$ cat config.mk
export PLATFORM = sky130hd
export DESIGN_NAME = scoreboard_display
export DESIGN_NICKNAME = d
export VERILOG_FILES = /design/src/rtl/scoreboard_pkg.sv /design/src/rtl/bin2bcd_seq.sv /design/src/rtl/scoreboard_display.sv
export SDC_FILE = /design/constraint.sdc
export NUM_CORES = 1
export LEC_CHECK = 0
export ABC_AREA = 1
export CELL_PAD_IN_SITES_DETAIL_PLACEMENT = 0
export CELL_PAD_IN_SITES_GLOBAL_PLACEMENT = 1
export CORE_MARGIN = 5
export CORE_UTILIZATION = 49
export CTS_CLUSTER_DIAMETER = 30
export DETAILED_ROUTE_END_ITERATION = 8
export PLACE_DENSITY = 0.92
export SYNTH_ARGS = -nofsm -noshare
export SYNTH_HDL_FRONTEND = slang
export SYNTH_HIERARCHICAL = 1
export SYNTH_SLANG_ARGS = --single-unit
$ cat constraint.sdc
create_clock -name clk -period 3.8 [get_ports clk]
set_input_delay 1.14 -clock clk [delete_from_list [all_inputs] [get_ports clk]]
set_output_delay 1.14 -clock clk [all_outputs]
set_load 0.01 [all_outputs]
$ cat src/rtl/scoreboard_pkg.sv
// Shared types and constants for the scoreboard display: FSM states,
// seven-segment codes and digit-position indices.
package scoreboard_pkg;

  typedef enum logic [2:0] {
    ST_IDLE,
    ST_CONV_U,
    ST_CONV_D,
    ST_CONV_B,
    ST_COMMIT
  } state_t;

  // Segment order {g,f,e,d,c,b,a}, active-high
  localparam logic [6:0] SEG_0     = 7'b0111111;
  localparam logic [6:0] SEG_1     = 7'b0000110;
  localparam logic [6:0] SEG_2     = 7'b1011011;
  localparam logic [6:0] SEG_3     = 7'b1001111;
  localparam logic [6:0] SEG_4     = 7'b1100110;
  localparam logic [6:0] SEG_5     = 7'b1101101;
  localparam logic [6:0] SEG_6     = 7'b1111101;
  localparam logic [6:0] SEG_7     = 7'b0000111;
  localparam logic [6:0] SEG_8     = 7'b1111111;
  localparam logic [6:0] SEG_9     = 7'b1101111;
  localparam logic [6:0] SEG_BLANK = 7'b0000000;

  localparam logic [1:0] DIG_3 = 2'd3;
  localparam logic [1:0] DIG_2 = 2'd2;
  localparam logic [1:0] DIG_1 = 2'd1;
  localparam logic [1:0] DIG_0 = 2'd0;

  function automatic logic [6:0] seg_code(input logic [3:0] bcd);
    logic [6:0] s;
    case (bcd)
      4'd0:    s = SEG_0;
      4'd1:    s = SEG_1;
      4'd2:    s = SEG_2;
      4'd3:    s = SEG_3;
      4'd4:    s = SEG_4;
      4'd5:    s = SEG_5;
      4'd6:    s = SEG_6;
      4'd7:    s = SEG_7;
      4'd8:    s = SEG_8;
      4'd9:    s = SEG_9;
      default: s = SEG_BLANK;
    endcase
    return s;
  endfunction

endpackage

$ cat src/rtl/bin2bcd_seq.sv
// Iterative double-dabble: start loads at edge 0, ten shift edges follow,
// and done is high for the one cycle that is sampled at edge 11.
module bin2bcd_seq
  import scoreboard_pkg::*;
(
  input  logic        clk,
  input  logic        rst_n,
  input  logic [9:0]  bin,
  input  logic        start,
  output logic        busy,
  output logic        done,
  output logic [15:0] bcd
);

  // {bcd[15:0], binary[9:0]} working register
  logic [25:0] work;
  logic [3:0]  cnt;

  function automatic logic [25:0] dabble(input logic [25:0] w);
    logic [25:0] a;
    a = w;
    for (int i = 0; i < 4; i++) begin
      if (a[10+4*i +: 4] >= 4'd5)
        a[10+4*i +: 4] = a[10+4*i +: 4] + 4'd3;
    end
    return {a[24:0], 1'b0};
  endfunction

  always_ff @(posedge clk or negedge rst_n) begin
    if (!rst_n) begin
      work <= '0;
      cnt  <= '0;
      busy <= 1'b0;
      done <= 1'b0;
    end else if (start) begin
      work <= {16'd0, bin};
      cnt  <= '0;
      busy <= 1'b1;
      done <= 1'b0;
    end else if (busy) begin
      work <= dabble(work);
      cnt  <= cnt + 4'd1;
      if (cnt == 4'd9) begin
        busy <= 1'b0;
        done <= 1'b1;
      end
    end else begin
      done <= 1'b0;
    end
  end

  assign bcd = work[25:10];

endmodule

$ cat src/rtl/scoreboard_display.sv
// Converts the blackjack totals and balance to BCD with one shared converter
// and scans them onto a 4-digit multiplexed seven-segment display.
module scoreboard_display
  import scoreboard_pkg::*;
#(
  parameter int REFRESH_DIV = 16
) (
  input  logic       clk,
  input  logic       rst_n,
  input  logic [5:0] user_total,
  input  logic [5:0] dealer_total,
  input  logic [9:0] balance,
  input  logic       page_sel,
  input  logic       blank,
  output logic [6:0] seg,
  output logic       dp,
  output logic [3:0] an,
  output logic       conv_busy
);

  localparam int PW = (REFRESH_DIV > 2) ? $clog2(REFRESH_DIV) : 1;
  localparam logic [PW-1:0] LAST = PW'(REFRESH_DIV - 1);

  state_t      state, state_nxt;
  logic [5:0]  snap_u, snap_d;
  logic [9:0]  snap_b;
  logic [7:0]  pend_u, pend_d, disp_u, disp_d;
  logic [15:0] pend_b, disp_b;

  logic        cv_start, cv_busy, cv_done;
  logic [9:0]  cv_bin;
  logic [15:0] cv_bcd;
  logic        capture, store_u, store_d, store_b, commit;

  bin2bcd_seq u_bcd (
    .clk   (clk),
    .rst_n (rst_n),
    .bin   (cv_bin),
    .start (cv_start),
    .busy  (cv_busy),
    .done  (cv_done),
    .bcd   (cv_bcd)
  );

  always_ff @(posedge clk or negedge rst_n) begin
    if (!rst_n) state <= ST_IDLE;
    else        state <= state_nxt;
  end

  // Later conversions use the snapshots so all three values belong to one frame
  always_comb begin
    state_nxt = state;
    cv_start  = 1'b0;
    cv_bin    = 10'd0;
    capture   = 1'b0;
    store_u   = 1'b0;
    store_d   = 1'b0;
    store_b   = 1'b0;
    commit    = 1'b0;
    case (state)
      ST_IDLE: begin
        if (!cv_busy && (user_total != snap_u || dealer_total != snap_d ||
                         balance != snap_b)) begin
          capture   = 1'b1;
          cv_start  = 1'b1;
          cv_bin    = {4'd0, user_total};
          state_nxt = ST_CONV_U;
        end
      end
      ST_CONV_U: begin
        if (cv_done) begin
          store_u   = 1'b1;
          cv_start  = 1'b1;
          cv_bin    = {4'd0, snap_d};
          state_nxt = ST_CONV_D;
        end
      end
      ST_CONV_D: begin
        if (cv_done) begin
          store_d   = 1'b1;
          cv_start  = 1'b1;
          cv_bin    = snap_b;
          state_nxt = ST_CONV_B;
        end
      end
      ST_CONV_B: begin
        if (cv_done) begin
          store_b   = 1'b1;
          state_nxt = ST_COMMIT;
        end
      end
      ST_COMMIT: begin
        commit    = 1'b1;
        state_nxt = ST_IDLE;
      end
      default: state_nxt = ST_IDLE;
    endcase
  end

  assign conv_busy = (state != ST_IDLE);

  always_ff @(posedge clk or negedge rst_n) begin
    if (!rst_n) begin
      snap_u <= '0;
      snap_d <= '0;
      snap_b <= '0;
      pend_u <= '0;
      pend_d <= '0;
      pend_b <= '0;
      disp_u <= '0;
      disp_d <= '0;
      disp_b <= '0;
    end else begin
      if (capture) begin
        snap_u <= user_total;
        snap_d <= dealer_total;
        snap_b <= balance;
      end
      if (store_u) pend_u <= cv_bcd[7:0];
      if (store_d) pend_d <= cv_bcd[7:0];
      if (store_b) pend_b <= cv_bcd;
      if (commit) begin
        disp_u <= pend_u;
        disp_d <= pend_d;
        disp_b <= pend_b;
      end
    end
  end

  logic [PW-1:0] pre_cnt;
  logic [1:0]    idx, idx_nxt;
  logic          page_q, page_nxt, wrap;
  logic [6:0]    seg_nxt;
  logic          dp_nxt;
  logic [3:0]    an_nxt;

  assign wrap     = (pre_cnt == LAST);
  assign idx_nxt  = wrap ? idx - 2'd1 : idx;
  assign page_nxt = (wrap && idx == DIG_0) ? page_sel : page_q;
  assign an_nxt   = blank ? 4'b0000 : (4'b0001 << idx_nxt);

  always_comb begin
    seg_nxt = SEG_BLANK;
    dp_nxt  = 1'b0;
    if (!page_nxt) begin
      case (idx_nxt)
        DIG_3: seg_nxt = (disp_u[7:4] == 4'd0) ? SEG_BLANK : seg_code(disp_u[7:4]);
        DIG_2: begin
          seg_nxt = seg_code(disp_u[3:0]);
          dp_nxt  = 1'b1;
        end
        DIG_1: seg_nxt = (disp_d[7:4] == 4'd0) ? SEG_BLANK : seg_code(disp_d[7:4]);
        default: seg_nxt = seg_code(disp_d[3:0]);
      endcase
    end else begin
      case (idx_nxt)
        DIG_3: seg_nxt = (disp_b[15:12] == 4'd0) ? SEG_BLANK : seg_code(disp_b[15:12]);
        DIG_2: seg_nxt = (disp_b[15:8] == 8'd0) ? SEG_BLANK : seg_code(disp_b[11:8]);
        DIG_1: seg_nxt = (disp_b[15:4] == 12'd0) ? SEG_BLANK : seg_code(disp_b[7:4]);
        default: seg_nxt = seg_code(disp_b[3:0]);
      endcase
    end
  end

  always_ff @(posedge clk or negedge rst_n) begin
    if (!rst_n) begin
      pre_cnt <= '0;
      idx     <= DIG_3;
      page_q  <= 1'b0;
      seg     <= SEG_BLANK;
      dp      <= 1'b0;
      an      <= 4'b0000;
    end else begin
      pre_cnt <= wrap ? '0 : pre_cnt + PW'(1);
      idx     <= idx_nxt;
      page_q  <= page_nxt;
      seg     <= seg_nxt;
      dp      <= dp_nxt;
      an      <= an_nxt;
    end
  end

endmodule

After elaboration in Yosys (flattened, before gate mapping):

Memories as Yosys holds them, arrays and structs flattened.
Cells that the tools add are included.
Widths: inputs -> output; s select.

* register bits after elaboration: 140
* memory bits (read-only): 896
* bits of input ports: 26
* output and inout port bits: 13
* logic and storage cells: 118
* memories: 8

* $add $sub $neg: 7
* magnitude comparators: 4
* equality and inequality tests: 17
* shift-type cells: 1
* muxes and demuxes: 45
* reduce and logical (&&, ||, !) cells: 16

Memory list
* (name not given): depth 16, bits a word 7, read ports 1, clocked after memory_dff 0, wr ports 0, RTL line scoreboard_pkg.sv:33 `case (bcd)`
* (name not given): depth 16, bits a word 7, read ports 1, clocked after memory_dff 0, wr ports 0, RTL line scoreboard_pkg.sv:33
* (name not given): depth 16, bits a word 7, read ports 1, clocked after memory_dff 0, wr ports 0, RTL line scoreboard_pkg.sv:33
* (name not given): depth 16, bits a word 7, read ports 1, clocked after memory_dff 0, wr ports 0, RTL line scoreboard_pkg.sv:33
* (name not given): depth 16, bits a word 7, read ports 1, clocked after memory_dff 0, wr ports 0, RTL line scoreboard_pkg.sv:33
* (name not given): depth 16, bits a word 7, read ports 1, clocked after memory_dff 0, wr ports 0, RTL line scoreboard_pkg.sv:33
* +2 memories

Operators with widths (count)
* $mux 26: 2
* $mux 7: 6
* $pmux 7 s3: 2
* $pmux 10 s3: 1
* $mux 4: 7
* $ge 4x3->1 const B: 4
* $mux 1: 16
* $mux 3: 5
* $add 4x2->4 const B: 3
* $logic_not 12->1: 1
* $logic_not 4->1: 3
* $mux 6: 2
* $ne 6x6->1: 2
* $pmux 3 s4: 1
* $mux 10: 1
* $ne 10x10->1: 1
* $add 4x1->4 const B: 2
* $eq 4x4->1 const B: 2
* $logic_not 8->1: 1
* $eq 3x2->1 const B: 2
* $ne 2x1->1 const B: 3
* $eq 2x2->1 const B: 2
* $reduce_and 4->1: 1
* $shl 1x2->4 const A: 1
* 17 further kinds: 19

Logic depth before layout (Yosys ltp):

* depth after elaboration: 7
* gate-level depth with buffers: 15
* mapped depth without buffers: 14

Hierarchy:

Netlist, hierarchy kept.

By module, submodules not included
* scoreboard_display: times used 1, cells an instance 836, area each 6309.8 sq um, seq. area each 2705.1 sq um
* bin2bcd_seq: times used 1, cells an instance 225, area each 1836.8 sq um, seq. area each 800.8 sq um

Least setup slack after synthesis:

OpenSTA, ideal clock, no wires.

* path kind: in2reg
* from: input balance[6]
* to: register u_bcd.work[1]
* library setup time: 0.090 ns
* arrival: 2.305 ns
* required time: 3.710 ns
* path slack: 1.404 ns
* cell stages on the path: 13
* cells stage by stage: inv_1 nand2_1 nand2_1 nor2_1 nand2_1 nor2_1 nand3_1 nand2_1 o21ai_0 inv_2 nand2_2 buf_4 o221ai_1

* word-level cells in the longest chain between the ends: 6

RTL lines
* start: declaration: RTL line scoreboard_display.sv:12 `input logic [9:0] balance,`
* $ne 10x10->1 (*): RTL line scoreboard_display.sv:63 `balance != snap_b)) begin`
* $logic_or 1x1->1 (*): RTL line scoreboard_display.sv:62 `if (!cv_busy && (user_total != snap_u || dealer_total != snap_d ||`
* $logic_and 1x1->1 (*): RTL line scoreboard_display.sv:62
* $mux 1 (*): RTL line scoreboard_display.sv:62
* $pmux 1 s2 (*): RTL line scoreboard_display.sv:60 `case (state)`
* net cv_start: RTL line scoreboard_display.sv:30 `logic cv_start, cv_busy, cv_done;`
* $mux 26 or $reduce_bool 2->1 (tied branches)
* end signal: assignment: RTL line bin2bcd_seq.sv:36 `work <= {16'd0, bin};`
* end signal: assignment: RTL line bin2bcd_seq.sv:41 `work <= dabble(work);`
* end: declaration: RTL line bin2bcd_seq.sv:16 `logic [25:0] work;`

Mark *: on every way through the listed nets, which the timed path passes. The rest lies on a longest branch.
A chain may end at the register's enable or synchronous reset.

Final worst setup path:

* from: input balance[7]
* to: register u_bcd.work[18]

Same word-level chain as after synthesis.

==> flow_summary.toml <==
[outcome]
status = "completed"

[worst_setup_path]
path_depth = 15
crit_path_end_kind = "flip-flop"
crit_path_start_kind = "input port"
crit_type = "input port to flip-flop"
crit_arrival_ns = 3.30
worst-endpoint-required_ns = 4.14
slowest_stage = "clkdlybuf4s50_1"
crit_path_frequent_cell = "nand2_1"
slowest_delay_ns = 0.51
r2r_cells = 10
path_cells = "clkdlybuf4s50_1, inv_1, nand2_1, nand2_1, nor2_1, nand2_1, nor2_1, nand3_1, nand2_1, o21ai_0, inv_2, nand2_2, inv_4, nand2_1, o21bai_1"
cp_max_fo = 18
cp_top_family = "simple AND/OR/NAND/NOR gates"
crit_buf_inv = 4

[cells_and_area]
antenna_cells = 0
syn_to_final_growth_pct = 14.71
post-route-util_pct = 56.76
fillers = 1515
multi_input_area_um2 = 3832
drive_above_1_share_pct = 7.182
final_cell_count_no_fill = 1320
final-seq-area_um2 = 3506
final_cell_area_um2 = 9345
final_nets = 1169

[placement]
gp_congestion = 0.8697
dp_slack_ns = 0.4607
place_inst = 1290
hpwl_mm = 12.11
io_buffer_count = 38
place_area_um2 = 8648

[grt]
grt_pass1_wl_mm = 29.15
grt_usage_pct = 18.30
antenna_found_initial = 0
grt_max_degree = 66
overflow = 0
grt_pass1_vias = 6179

[yosys]
synth_compound_gate_area_share_pct = 12.49
synth_area_leaders = "dfrtp_1 (42%), nand2_1 (15%), ha_1 (8.3%)"
synth_top_family_by_area = "simple AND/OR/NAND/NOR gates"
ys.flop_type = "dfrtp_1"
yosys.area.top_type = "dfrtp_1"
synth_cell_types = 40
synth_cells = 1061
syn_nets = 1141
ys_seq_elements = 140
yosys_warnings = 6
synth.area.mux_share_pct = 0
yosysTopAreaCellShare_pct = 42.39
synthSimpleGateAreaFrac_pct = 25.50
synth_fa_ha_area_share_pct = 8.294
synth.most_common_cell = "nand2_1"
synth-edff-count = 0
async_reset_ff_share_pct = 100.0
synth-xor-area-share_pct = 0.7679
synth_area_per_cell_um2 = 7.678
synth_area_um2 = 8147
synth_common_cells = "nand2_1 (326), inv_1 (145), dfrtp_1 (138)"
synth-seq-area-share_pct = 43.03

[routing]
wl_mm = 17.05
drt_iter0_drc = 394
drc = 0
drt_pass1_iterations = 5
ant_nets = 0
wl_per_cell_um = 12.92
avgViaCountPerCell = 4.926
vias = 6502

[clock_network]
cts.htree.levels = 4
cts_resized = 0
tritoncts = "done"
cts_made_buffers = 17
clockRootBuffer = "clkbuf_16"
clkTransAtPathRegs_ns = 0.06
cts_buffer_depth = 2
clkSinkCount = 140
post_cts_buffers = 0
cts_hold_buf = 0
clk_latency_ns = 0.42

[timing]
slew_viol_final = 0
fmax_mhz = 338.0
slew_headroom_pct = 60.18
min_period_ns = 2.958
setup_ws_ns = 0.8417
setup_tns_ns = 0
setup_viol = 0
worstMarginPinSlew_ns = 0.5966
min_period_over_period_pct = 77.85
rsz0062_at_grt = "false"
hold_viol = 0
worst_clock_skew_ns = 0.006839
hold_ws_ns = 0.4825

[power_and_ir_drop]
internal_power_mw = 3.896
peakVddDrop_mv = 0.3875
swShare_pct = 34.66
powerDensity_nw_per_um2 = 638.0
power.net_switching_mw = 2.066
p_leak_nw = 4.622
clock_power_share_pct = 33.1
p_total_mw = 5.962
combPwrFrac_pct = 29.6
pwr-share-seq_pct = 37.4

[hold_path]
worstHoldPathCells = 2
hp-class = "flip-flop to flip-flop"

[floorplan]
die_w_um = 138.9
die-area_um2 = 19300
die_h_um = 138.9
rows = 47
core_area_um2 = 16470
start_util_pct = 49.48
ios = 39

[flow_run]
maxCapViolCount = 0
-- routing by layer --
| metal | vias up | GRT usage (%) | share of wire, % |
|---|---|---|---|
| li1 | 3426 | - | - |
| met1 | 2933 | 24.04 | 47 |
| met2 | 115 | 29.53 | 46 |
| met3 | 28 | 3.655 | 3.2 |
| met4 | 0 | 7.981 | 3.0 |
| met5 | - | 0 | 0 |
-- state kept, by name, summed over array words and instances (netlist names), 6 cells and up --
name        flops
disp_u          8
pend_d          8
snap_d          6
snap_b         10
u_bcd/work     26
snap_u          6
pend_u          8
disp_d          8
disp_b         16
pend_b         16
seg             7
-- placed cells by master (no fill, tap or decap), drive strengths merged --
master | synthesis | layout
buf | 25 | 9
a22oi | 6 | 6
nor2 | 65 | 65
o21ai | 105 | 105
bufinv | 0 | 8
a31oi | 4 | 4
o22ai | 5 | 5
o21bai | 4 | 4
dfrtp | 138 | 138
clkbuf | 12 | 17
nand3 | 57 | 57
xnor2 | 2 | 2
ha | 54 | 54
clkinvlp | 0 | 1
nand4 | 13 | 13
o221ai | 6 | 6
nand3b | 2 | 2
o211ai | 10 | 10
inv | 154 | 154
a22o | 2 | 2
nand2 | 331 | 331
xor2 | 3 | 3
a21oi | 39 | 39
clkdlybuf4s50 | 0 | 37
dfstp | 2 | 2
or2 | 12 | 12
clkinv | 0 | 4
nor3 | 10 | 10
-- final cells by class --
class | instances | area share (%)
clock inverter | 13 | 2.905
multi-input combinational | 730 | 41.01
clock buffer | 17 | 4.552
inverter | 154 | 6.212
sequential | 140 | 37.52
tap | 220 | 2.946
timing repair buffer | 46 | 4.860
-- power groups by stage --
| stage | clock, mW | sequential (mW) | combinational (mW) |
|---|---|---|---|
| after floorplan | 0 | 2.14 | 1.43 |
| after global placement | 0 | 2.24 | 1.71 |
| after detailed placement | 0 | 2.25 | 1.75 |
| after CTS | 2.01 | 2.23 | 1.77 |
| after global routing | 2.07 | 2.29 | 2.04 |
| final | 1.97 | 2.23 | 1.76 |
-- path summary, 6_finish.rpt --
kind / slack, ns / to / from
worst max-delay path: 0.84 / u_bcd/work[18]$_DFFE_PN0P_ / balance[7]
worst min-delay path: 0.48 / pend_u[7]$_DFFE_PN0P_ / pend_u[7]$_DFFE_PN0P_
worst max register to register: 1.35 / u_bcd/work[18]$_DFFE_PN0P_ / state[2]$_DFFE_PN0P_
worst min register to register: 0.48 / pend_u[7]$_DFFE_PN0P_ / pend_u[7]$_DFFE_PN0P_
max in group asynchronous: 2.34 / idx[1]$_DFF_PN1_ / rst_n
min in group asynchronous: 0.68 / u_bcd/work[20]$_DFFE_PN0P_ / rst_n
-- logic make-up after synthesis --
logic type,after synthesis
AND/OR/NAND/NOR,490
buffers and inverters,191
AO/OA/AOI/OAI,181
flip-flops,140
adder cells (fa/ha/maj),54
XOR/XNOR,5
-- tightest hold or removal path: cells and delay by family, from the launching register on --
| family | cells | cell delay [ns] |
|---|---|---|
| flops | 1 | 0.34 |
| simple gates | 2 | 0.12 |
Power figures use the tool's default switching activity.
